===== config.mk =====
export PLATFORM = sky130hd
export DESIGN_NAME = sme_scheduler
export DESIGN_NICKNAME = d
export VERILOG_FILES = /design/src/rtl/sme_scheduler.sv
export SDC_FILE = /design/constraint.sdc
export NUM_CORES = 1
export LEC_CHECK = 0
export ABC_AREA = 1
export BUFFER_PORTS_ARGS = -buffer_cell sky130_fd_sc_hd__buf_2
export CORE_MARGIN = 4
export CORE_UTILIZATION = 60
export CTS_CLUSTER_DIAMETER = 120
export DETAILED_ROUTE_END_ITERATION = 10
export GPL_TIMING_DRIVEN = 1
export PLACE_DENSITY_LB_ADDON = 0.08
export SETUP_SLACK_MARGIN = 0.15
export SYNTH_ARGS = -nofsm -noshare
export SYNTH_HDL_FRONTEND = slang
export SYNTH_SLANG_ARGS = --single-unit

===== constraint.sdc =====
create_clock -name clk -period 3.9 [get_ports clk]
set_clock_uncertainty 0.05 [all_clocks]
set_input_delay 0.195 -clock clk [delete_from_list [all_inputs] [get_ports clk]]
set_output_delay 0.195 -clock clk [all_outputs]
set_load 0.01 [all_outputs]

===== src/rtl/sme_scheduler.sv =====
// Two-requester front end for a byte-serial string matching engine: buffers one job,
// replays string and pattern to the engine, and returns the engine result (or a timeout).
module sme_scheduler #(
    parameter int STR_MAX = 32,
    parameter int PAT_MAX = 8,
    parameter int TIMEOUT = 40
) (
    input  logic        clk,
    input  logic        reset,
    input  logic [1:0]  req_valid,
    output logic [1:0]  req_ready,
    input  logic [15:0] req_data,
    input  logic [1:0]  req_ispat,
    input  logic [1:0]  req_last,
    output logic [1:0]  rsp_valid,
    output logic        rsp_match,
    output logic [4:0]  rsp_index,
    output logic        rsp_err,
    output logic [7:0]  eng_chardata,
    output logic        eng_isstring,
    output logic        eng_ispattern,
    input  logic        eng_valid,
    input  logic        eng_match,
    input  logic [4:0]  eng_match_index
);
    localparam int SW  = $clog2(STR_MAX + 1);
    localparam int PW  = $clog2(PAT_MAX + 1);
    localparam int SIW = $clog2(STR_MAX);
    localparam int PIW = $clog2(PAT_MAX);
    localparam int TW  = $clog2(TIMEOUT + 1);

    typedef enum logic [2:0] {IDLE, LOAD, PLAY_STR, PLAY_PAT, WAIT, RESP} state_t;
    state_t state;

    logic           g, rr_ptr, str_ok, job_err, seen_pat;
    logic           res_match, res_err;
    logic [4:0]     res_index;
    logic [SW-1:0]  str_cnt, str_len, str_cnt_nx;
    logic [PW-1:0]  pat_cnt, pat_cnt_nx;
    logic [SIW-1:0] k;
    logic [TW-1:0]  wcnt;
    logic [7:0]     strbuf [STR_MAX];
    logic [7:0]     patbuf [PAT_MAX];

    logic       xfer, b_pat, b_last, str_wr, pat_wr, byte_err, end_err;
    logic [7:0] b_data;

    // Handshake: a byte moves on a rising edge where req_valid[g] & req_ready[g];
    // req_ready is high only for the granted requester and only while in LOAD.
    assign xfer = |(req_valid & req_ready);

    always_comb begin
        b_data     = g ? req_data[15:8] : req_data[7:0];
        b_pat      = req_ispat[g];
        b_last     = req_last[g];
        str_wr     = xfer && !b_pat && !seen_pat && (str_cnt < SW'(STR_MAX));
        pat_wr     = xfer && b_pat && (pat_cnt < PW'(PAT_MAX));
        byte_err   = xfer && !str_wr && !pat_wr;
        str_cnt_nx = str_cnt + SW'(str_wr);
        pat_cnt_nx = pat_cnt + PW'(pat_wr);
        // A job with no string bytes replays the previous string, which must be intact.
        end_err    = job_err || byte_err || (pat_cnt_nx == '0) ||
                     ((str_cnt_nx == '0) && !str_ok);
    end

    always_ff @(posedge clk) begin
        if (str_wr) strbuf[str_cnt[SIW-1:0]] <= b_data;
        if (pat_wr) patbuf[pat_cnt[PIW-1:0]] <= b_data;
    end

    always_ff @(posedge clk or negedge reset) begin
        if (!reset) begin
            state     <= IDLE;
            g         <= 1'b0;
            rr_ptr    <= 1'b0;
            str_ok    <= 1'b0;
            job_err   <= 1'b0;
            seen_pat  <= 1'b0;
            str_cnt   <= '0;
            pat_cnt   <= '0;
            str_len   <= '0;
            k         <= '0;
            wcnt      <= '0;
            res_match <= 1'b0;
            res_index <= '0;
            res_err   <= 1'b0;
        end else begin
            case (state)
                IDLE: if (|req_valid) begin
                    if (&req_valid) begin
                        g      <= rr_ptr;
                        rr_ptr <= ~rr_ptr;
                    end else begin
                        g <= req_valid[1];
                    end
                    job_err  <= 1'b0;
                    seen_pat <= 1'b0;
                    str_cnt  <= '0;
                    pat_cnt  <= '0;
                    state    <= LOAD;
                end
                LOAD: if (xfer) begin
                    str_cnt <= str_cnt_nx;
                    pat_cnt <= pat_cnt_nx;
                    if (b_pat) seen_pat <= 1'b1;
                    if (byte_err) job_err <= 1'b1;
                    if (str_wr) begin
                        str_ok  <= 1'b0;
                        str_len <= str_cnt_nx;
                    end
                    if (b_last) begin
                        k <= '0;
                        if (end_err) begin
                            res_match <= 1'b0;
                            res_index <= '0;
                            res_err   <= 1'b1;
                            state     <= RESP;
                        end else if (str_cnt_nx != '0) begin
                            state <= PLAY_STR;
                        end else begin
                            state <= PLAY_PAT;
                        end
                    end
                end
                PLAY_STR: begin
                    if (SW'(k) == str_len - SW'(1)) begin
                        k      <= '0;
                        str_ok <= 1'b1;
                        state  <= PLAY_PAT;
                    end else begin
                        k <= k + SIW'(1);
                    end
                end
                PLAY_PAT: begin
                    if (PW'(k[PIW-1:0]) == pat_cnt - PW'(1)) begin
                        wcnt  <= '0;
                        state <= WAIT;
                    end else begin
                        k <= k + SIW'(1);
                    end
                end
                WAIT: begin
                    if (eng_valid) begin
                        res_match <= eng_match;
                        res_index <= eng_match_index;
                        res_err   <= 1'b0;
                        state     <= RESP;
                    end else if (wcnt == TW'(TIMEOUT - 1)) begin
                        res_match <= 1'b0;
                        res_index <= '0;
                        res_err   <= 1'b1;
                        state     <= RESP;
                    end else begin
                        wcnt <= wcnt + TW'(1);
                    end
                end
                RESP:    state <= IDLE;
                default: state <= IDLE;
            endcase
        end
    end

    // Outputs decode only registered state, so reset clears them asynchronously.
    always_comb begin
        req_ready     = 2'b00;
        rsp_valid     = 2'b00;
        rsp_match     = 1'b0;
        rsp_index     = 5'd0;
        rsp_err       = 1'b0;
        eng_chardata  = 8'h00;
        eng_isstring  = 1'b0;
        eng_ispattern = 1'b0;
        case (state)
            LOAD: req_ready[g] = 1'b1;
            PLAY_STR: begin
                eng_isstring = 1'b1;
                eng_chardata = strbuf[k];
            end
            PLAY_PAT: begin
                eng_ispattern = 1'b1;
                eng_chardata  = patbuf[k[PIW-1:0]];
            end
            RESP: begin
                rsp_valid[g] = 1'b1;
                rsp_match    = res_match;
                rsp_index    = res_index;
                rsp_err      = res_err;
            end
            default: ;
        endcase
    end
endmodule


## Word-level counts from Yosys, hierarchy flattened

Memories as Yosys holds them, arrays and structs flattened.
Cells that the tools add are included.

- $add $sub $neg: 6
- Magnitude comparators: 4
- Equality and inequality tests: 21
- Muxes and demuxes: 74
- Bitwise gates (word level): 2
- Reductions and logical operators: 40

Operator list:

| cell | number |
|---|---|
| 5-bit two-way mux | 10 |
| 1-bit two-way mux | 33 |
| 6-bit two-way mux | 5 |
| 3-bit two-way mux | 8 |
| 2-bit != test, second input constant | 12 |
| 6-bit case mux with 2 select lines | 2 |
| 4-bit AND reduction | 6 |
| 8-bit case mux with 2 select lines | 1 |
| 3-bit case mux with 5 select lines | 1 |
| 5-bit case mux with 3 select lines | 1 |
| 1-bit case mux with 2 select lines | 5 |
| 5-bit case mux with 2 select lines | 1 |
| 1-bit logical AND | 9 |
| 4-bit two-way mux | 2 |
| 8-bit two-way mux | 1 |
| 4-bit case mux with 2 select lines | 1 |
| 2-bit nonzero test | 4 |
| 6-bit by 1-bit adder with 6-bit output | 1 |
| 6-bit by 1-bit adder with 6-bit output, second input constant | 1 |
| 3-bit by 2-bit equality test with 1-bit output, second input constant | 2 |
| 3-bit equality test, second input constant | 2 |
| 5-bit by 6-bit equality test with 1-bit output | 1 |
| 6-bit equality test, second input constant | 1 |
| 6-bit zero test | 1 |
| other kinds (26) | 36 |

- Bits in registers: 42
- Memory bits (writable): 320
- Bits of input ports: 31
- Output and inout port bits: 21
- Memories kept: 2

Memories:

| memory | words | bits a word | rd ports | clocked after memory_dff | write ports | line | source |
|---|---|---|---|---|---|---|---|
| strbuf | 32 | 8 | 1 | 0 | 1 | 42 | `logic [7:0] strbuf [STR_MAX];` |
| patbuf | 8 | 8 | 1 | 0 | 1 | 43 | `logic [7:0] patbuf [PAT_MAX];` |

## Longest topological paths before layout

- Word-level depth: 20
- Depth in mapped cells: 21

## Least setup slack after synthesis

Ideal clock, no wire load.

- Path type: reg-to-reg
- Start point: register state[2]
- End point: register res_err
- Setup time: 0.117 ns
- Arrival time: 2.502 ns
- Data required time: 3.733 ns
- Setup slack: 1.231 ns
- Stages on the path, launching flop included: 21
- Path buffers: 1
- Period minus slack after synthesis: 2.669 ns
- Cells stage by stage: dfrtp_1 > nor2_2 > nand4_1 > nand2_2 > inv_2 > nor2_4 > buf_4 > ha_1 > ha_1 > inv_1 > nand2_1 > nor2_1 > nand2_1 > nor2_1 > nand3_1 > nand2_1 > nand2_1 > nand2_1 > nand2_2 > nand2_1 > nand2_1

- Elaborated cells between the ends (all ways): 29
- Classes of those cells: add/sub: 2; eq/ne: 6; mux: 2; bitwise: 1; reduce/logical: 18

RTL lines:

| element | line | source |
|---|---|---|
| start: declaration | 33 | `state_t state;` |
| start signal: assignment | 73 | `state <= IDLE;` |
| start signal: assignment | 100 | `state <= LOAD;` |
| start signal: assignment | 117 | `state <= RESP;` |
| 3-bit by 1-bit equality test with 1-bit output | 173 | `case (state)` |
| 2-bit two-way mux | 173 |  |
| 2-bit AND | 50 | `assign xfer = \|(req_valid & req_ready);` |
| 2-bit OR reduction | 50 |  |
| 1-bit logical AND (3 in series) | 56 | `str_wr = xfer && !b_pat && !seen_pat && (str_cnt < SW'(STR_MAX));` |
| 6-bit by 1-bit adder with 6-bit output | 59 | `str_cnt_nx = str_cnt + SW'(str_wr);` |
| named net str_cnt_nx[1] | 38 | `logic [SW-1:0] str_cnt, str_len, str_cnt_nx;` |
| 6-bit zero test | 63 | `((str_cnt_nx == '0) && !str_ok);` |
| 1-bit logical AND | 63 |  |
| 1-bit logical OR | 62 | `end_err = job_err \|\| byte_err \|\| (pat_cnt_nx == '0) \|\|` |
| 2-bit != test (no line) | n/a |  |
| 5-bit AND reduction (no line) | n/a |  |
| end signal: assignment | 86 | `res_err <= 1'b0;` |
| end signal: assignment | 116 | `res_err <= 1'b1;` |
| end signal: assignment | 146 | `res_err <= 1'b0;` |
| end: declaration | 36 | `logic res_match, res_err;` |

The timed path passes the listed nets, and every way through them passes these cells.
A chain may end at the register's enable or synchronous reset.

## Worst setup path after layout

- Start point: register k[1]
- End point: output eng_chardata[6]

- Longest elaborated chain between the ends: 2
- Elaborated cells between the ends (all ways): 3
- Classes of those cells: mux: 1; memory: 2

Ends and longest elaborated chain:

| element | line | source |
|---|---|---|
| start: declaration | 40 | `logic [SIW-1:0] k;` |
| start signal: assignment | 131 | `k <= k + SIW'(1);` |
| start signal: assignment | 139 | `k <= k + SIW'(1);` |
| memory read 32 x 8 bit / memory read 8 x 8 bit (equally long branches) | n/a |  |
| 8-bit case mux with 2 select lines * | 173 |  |
| end: declaration | 19 | `output logic [7:0] eng_chardata,` |

Every way passes the cells marked *; elsewhere a longest branch is shown, timed or not.

==> flow_summary.toml <==
[synth]
synth_edf_count = 320
synthFlopType = "edfxtp_1"
ys_top_cells_by_area = "edfxtp_1 (62%), dfrtp_1 (6.8%), nand2_1 (5.9%)"
ys_ff_latch = 362
ys_seq_area_share_pct = 68.7
syn_area_um2 = 15500
syn_nets = 1436
yosys.area.top_type = "edfxtp_1"
synth.top_cell.area_share_pct = 61.9
synthCells = 1397
synth-async-reset-ratio_pct = 11.6
synthMostInstantiatedCell = "edfxtp_1"
synthTopCellsByCount = "edfxtp_1 (320), nand2_1 (246), nor2_1 (240), o21ai_0 (144), nand3_1 (93)"
yosys_warnings = 0
synth_cell_types = 34
synth.avg_cell_area_um2 = 11.1

[power_and_ir_drop]
power.share.clock_pct = 44.7
p_sw_share_pct = 19.4
leakage_nw = 6.23
vdd_drop_max_mv = 0.373
p_sw_mw = 1.52
intPower_mw = 6.31
comb_power_share_pct = 1.4
p_per_area_nw_per_um2 = 451
sequentialPowerShare_pct = 53.9

[finish]
drive_gt1_share_pct = 10.9
nets = 1487
syn2layout_area_growth_pct = 11.9
diodes = 0
post-route-util_pct = 68.6

[timing]
hold_violations = 0
slew_headroom_pct = 33.9
setup_viol = 0
finalCritPeriodShare_pct = 84.9
rsz0062_at_grt = "false"
tns_ns = 0
max_freq_ghz = 0.302
setup_slack_ns = 0.590
drv_slew = 0
worst_slew_pin_slew_ns = 0.992
post-route-min-period_ns = 3.31

[route]
drc_errors = 0
finalWirelength_um = 38000
first_pass_iters = 5
topRoutingLayerUsed = "met4"
via_per_inst = 5.98
met1_length_um = 15500
drt_iter0_drc = 1260
routed-wl-met3_um = 2460
ant_nets = 0
num_vias = 10800
wl_met2_um = 18700
post_drt_wl_per_cell_um = 21.1

[worst_setup_path]
cp_slowest_stage_delay_ns = 0.69
cp_num_buf_inv = 3
worstPathCellList = "buf_4 > buf_4 > o21ai_0 > o221ai_1 > nand3_1 > nand2_1 > buf_2"
path_max_fanout = 51
r2r-start = "g"
r2r_slack_ns = 0.59
crit_path_start = "k[1]"
cp_top_family = "buffers and inverters"
arrival_ns = 3.06
worstRegToRegCells = 20
required_ns = 3.65
path_class = "register to primary output"
cp_num_cells = 7
endpoint = "eng_chardata[6]"
worstSetupEndpointType = "primary output"
start_kind = "register"
critPathSlowestCell = "dfrtp_4"
reg2reg_to = "res_index[3]"
cp_common_cell = "buf_4"

[place]
gp_congestion = 0.876
pre_cts_ws_ns = 0.656
dp_hpwl_um = 23200
io_buffer_count = 51

[clock_tree]
numCtsBuffers = 37
clk_latency_ns = 0.51
clk_path_buf_depth = 3
cts.repair.resized = 0
postCtsHoldBufs = 10
clk_pin_slew_ns = 0.06
htreeDepth = 2
cts_tree = "built"
cts_setup_buffers = 0
clockRootBuffer = "clkbuf_16"
cts_sinks = 362

[floorplan]
core.rowCount = 58
dieArea_um2 = 28500
core_um2 = 25300
die_y_um = 169
fp.dieW_um = 169
start_util_pct = 61.3
pin_count = 52

[hold_path]
hp-class = "input port to register"

[global_route]
grt_use_total_pct = 27.1
grt.overflow.total = 0
grt_start_max_net_pins = 87
grt_first_pass_wirelength_um = 60000
antenna_found_initial = 0
grt_pass1_vias = 10700

[outcome]
status = "completed"

[flow_run]
cap_violations = 0
-- per-stage QoR --
stage	hold slack [ns]	total power, mW	cells	cell area, µm²
floorplan	-0.151	4.34	1397	15500
global placement	0.347	4.41	1729	16100
detailed placement	0.357	4.41	1729	16100
CTS	0.0828	7.86	1806	17400
global route	0.132	8.05	1806	17400
finish	0.0835	7.83	1806	17400
-- power by group through the flow --
stage / Sequential, mW / Combinational [mW] / Clock (mW)
6_report: 4.22 / 0.112 / 3.50
3_3_place_gp: 4.30 / 0.103 / 0
4_1_cts: 4.22 / 0.113 / 3.53
5_1_grt: 4.22 / 0.123 / 3.71
3_5_place_dp: 4.30 / 0.106 / 0
2_1_floorplan: 4.30 / 0.0332 / 0
-- layout make-up --
type                            instances  area, µm²
Inverter                               68        258
Fill cell                            1879       7970
Sequential cell                       362      10700
Clock buffer                           47       1030
Clock inverter                         20        179
Tap cell                              330        413
Timing Repair Buffer                   84        566
Multi-Input combinational cell        895       4250
-- cells in the final DEF (no fill, tap or decap), drive strengths merged, types with 10 or more instances in the layout --
cell type / Yosys / final
dlygate4sd3: 0 / 10
clkbuf: 32 / 47
nor2: 246 / 246
o221ai: 28 / 28
nand4: 11 / 11
buf: 40 / 74
a21oi: 19 / 19
o211ai: 20 / 20
nand2: 250 / 250
o22ai: 22 / 22
inv: 67 / 68
nand3: 98 / 98
dfrtp: 42 / 42
clkinv: 1 / 16
o21ai: 164 / 164
edfxtp: 320 / 320
-- logic make-up (layout without fill, tap and decap cells) --
group	count (synthesis)	after routing	synth area share [%]
compound gates	258	258	9.62
xor+xnor	12	12	0.677
simple gates	617	617	16.5
buf+inv	140	219	3.92
fa+ha+maj	8	8	0.645
flops	362	362	68.7
-- metal layers --
layer  vias up  track usage (%)
li1       5043                -
met1      5226             37.1
met2       445             44.6
met3        80             3.55
met4         0             10.8
met5         -                0
-- state kept, by name (all words and copies together) (netlist names) --
signal / flops
rr_ptr: 1
state: 3
str_ok: 1
res_match: 1
g: 1
str_cnt: 6
k: 5
wcnt: 6
res_index: 5
str_len: 6
job_err: 1
pat_cnt: 4
patbuf: 64
res_err: 1
seen_pat: 1
strbuf: 256
-- worst min-delay path, cell delays in order --
cell and delay [ns]:
buf_2 0.08, nand2_1 0.06, nand2_1 0.10, o21ai_0 0.08, nor2_1 0.10
-- worst min path at each step --
stage	slack (ns)	start	cells after the start	to
6_report	0.08	req_ispat[0]	5	seen_pat
5_1_grt	0.13	eng_valid	5	res_index[1]
4_1_cts	0.08	req_ispat[0]	5	seen_pat
3_5_place_dp	0.36	eng_match_index[2]	3	res_index[2]
3_3_place_gp	0.35	eng_match_index[1]	3	res_index[1]
2_1_floorplan	-0.15	reset	0	g
No activity file was read; power rests on OpenSTA's default activity.
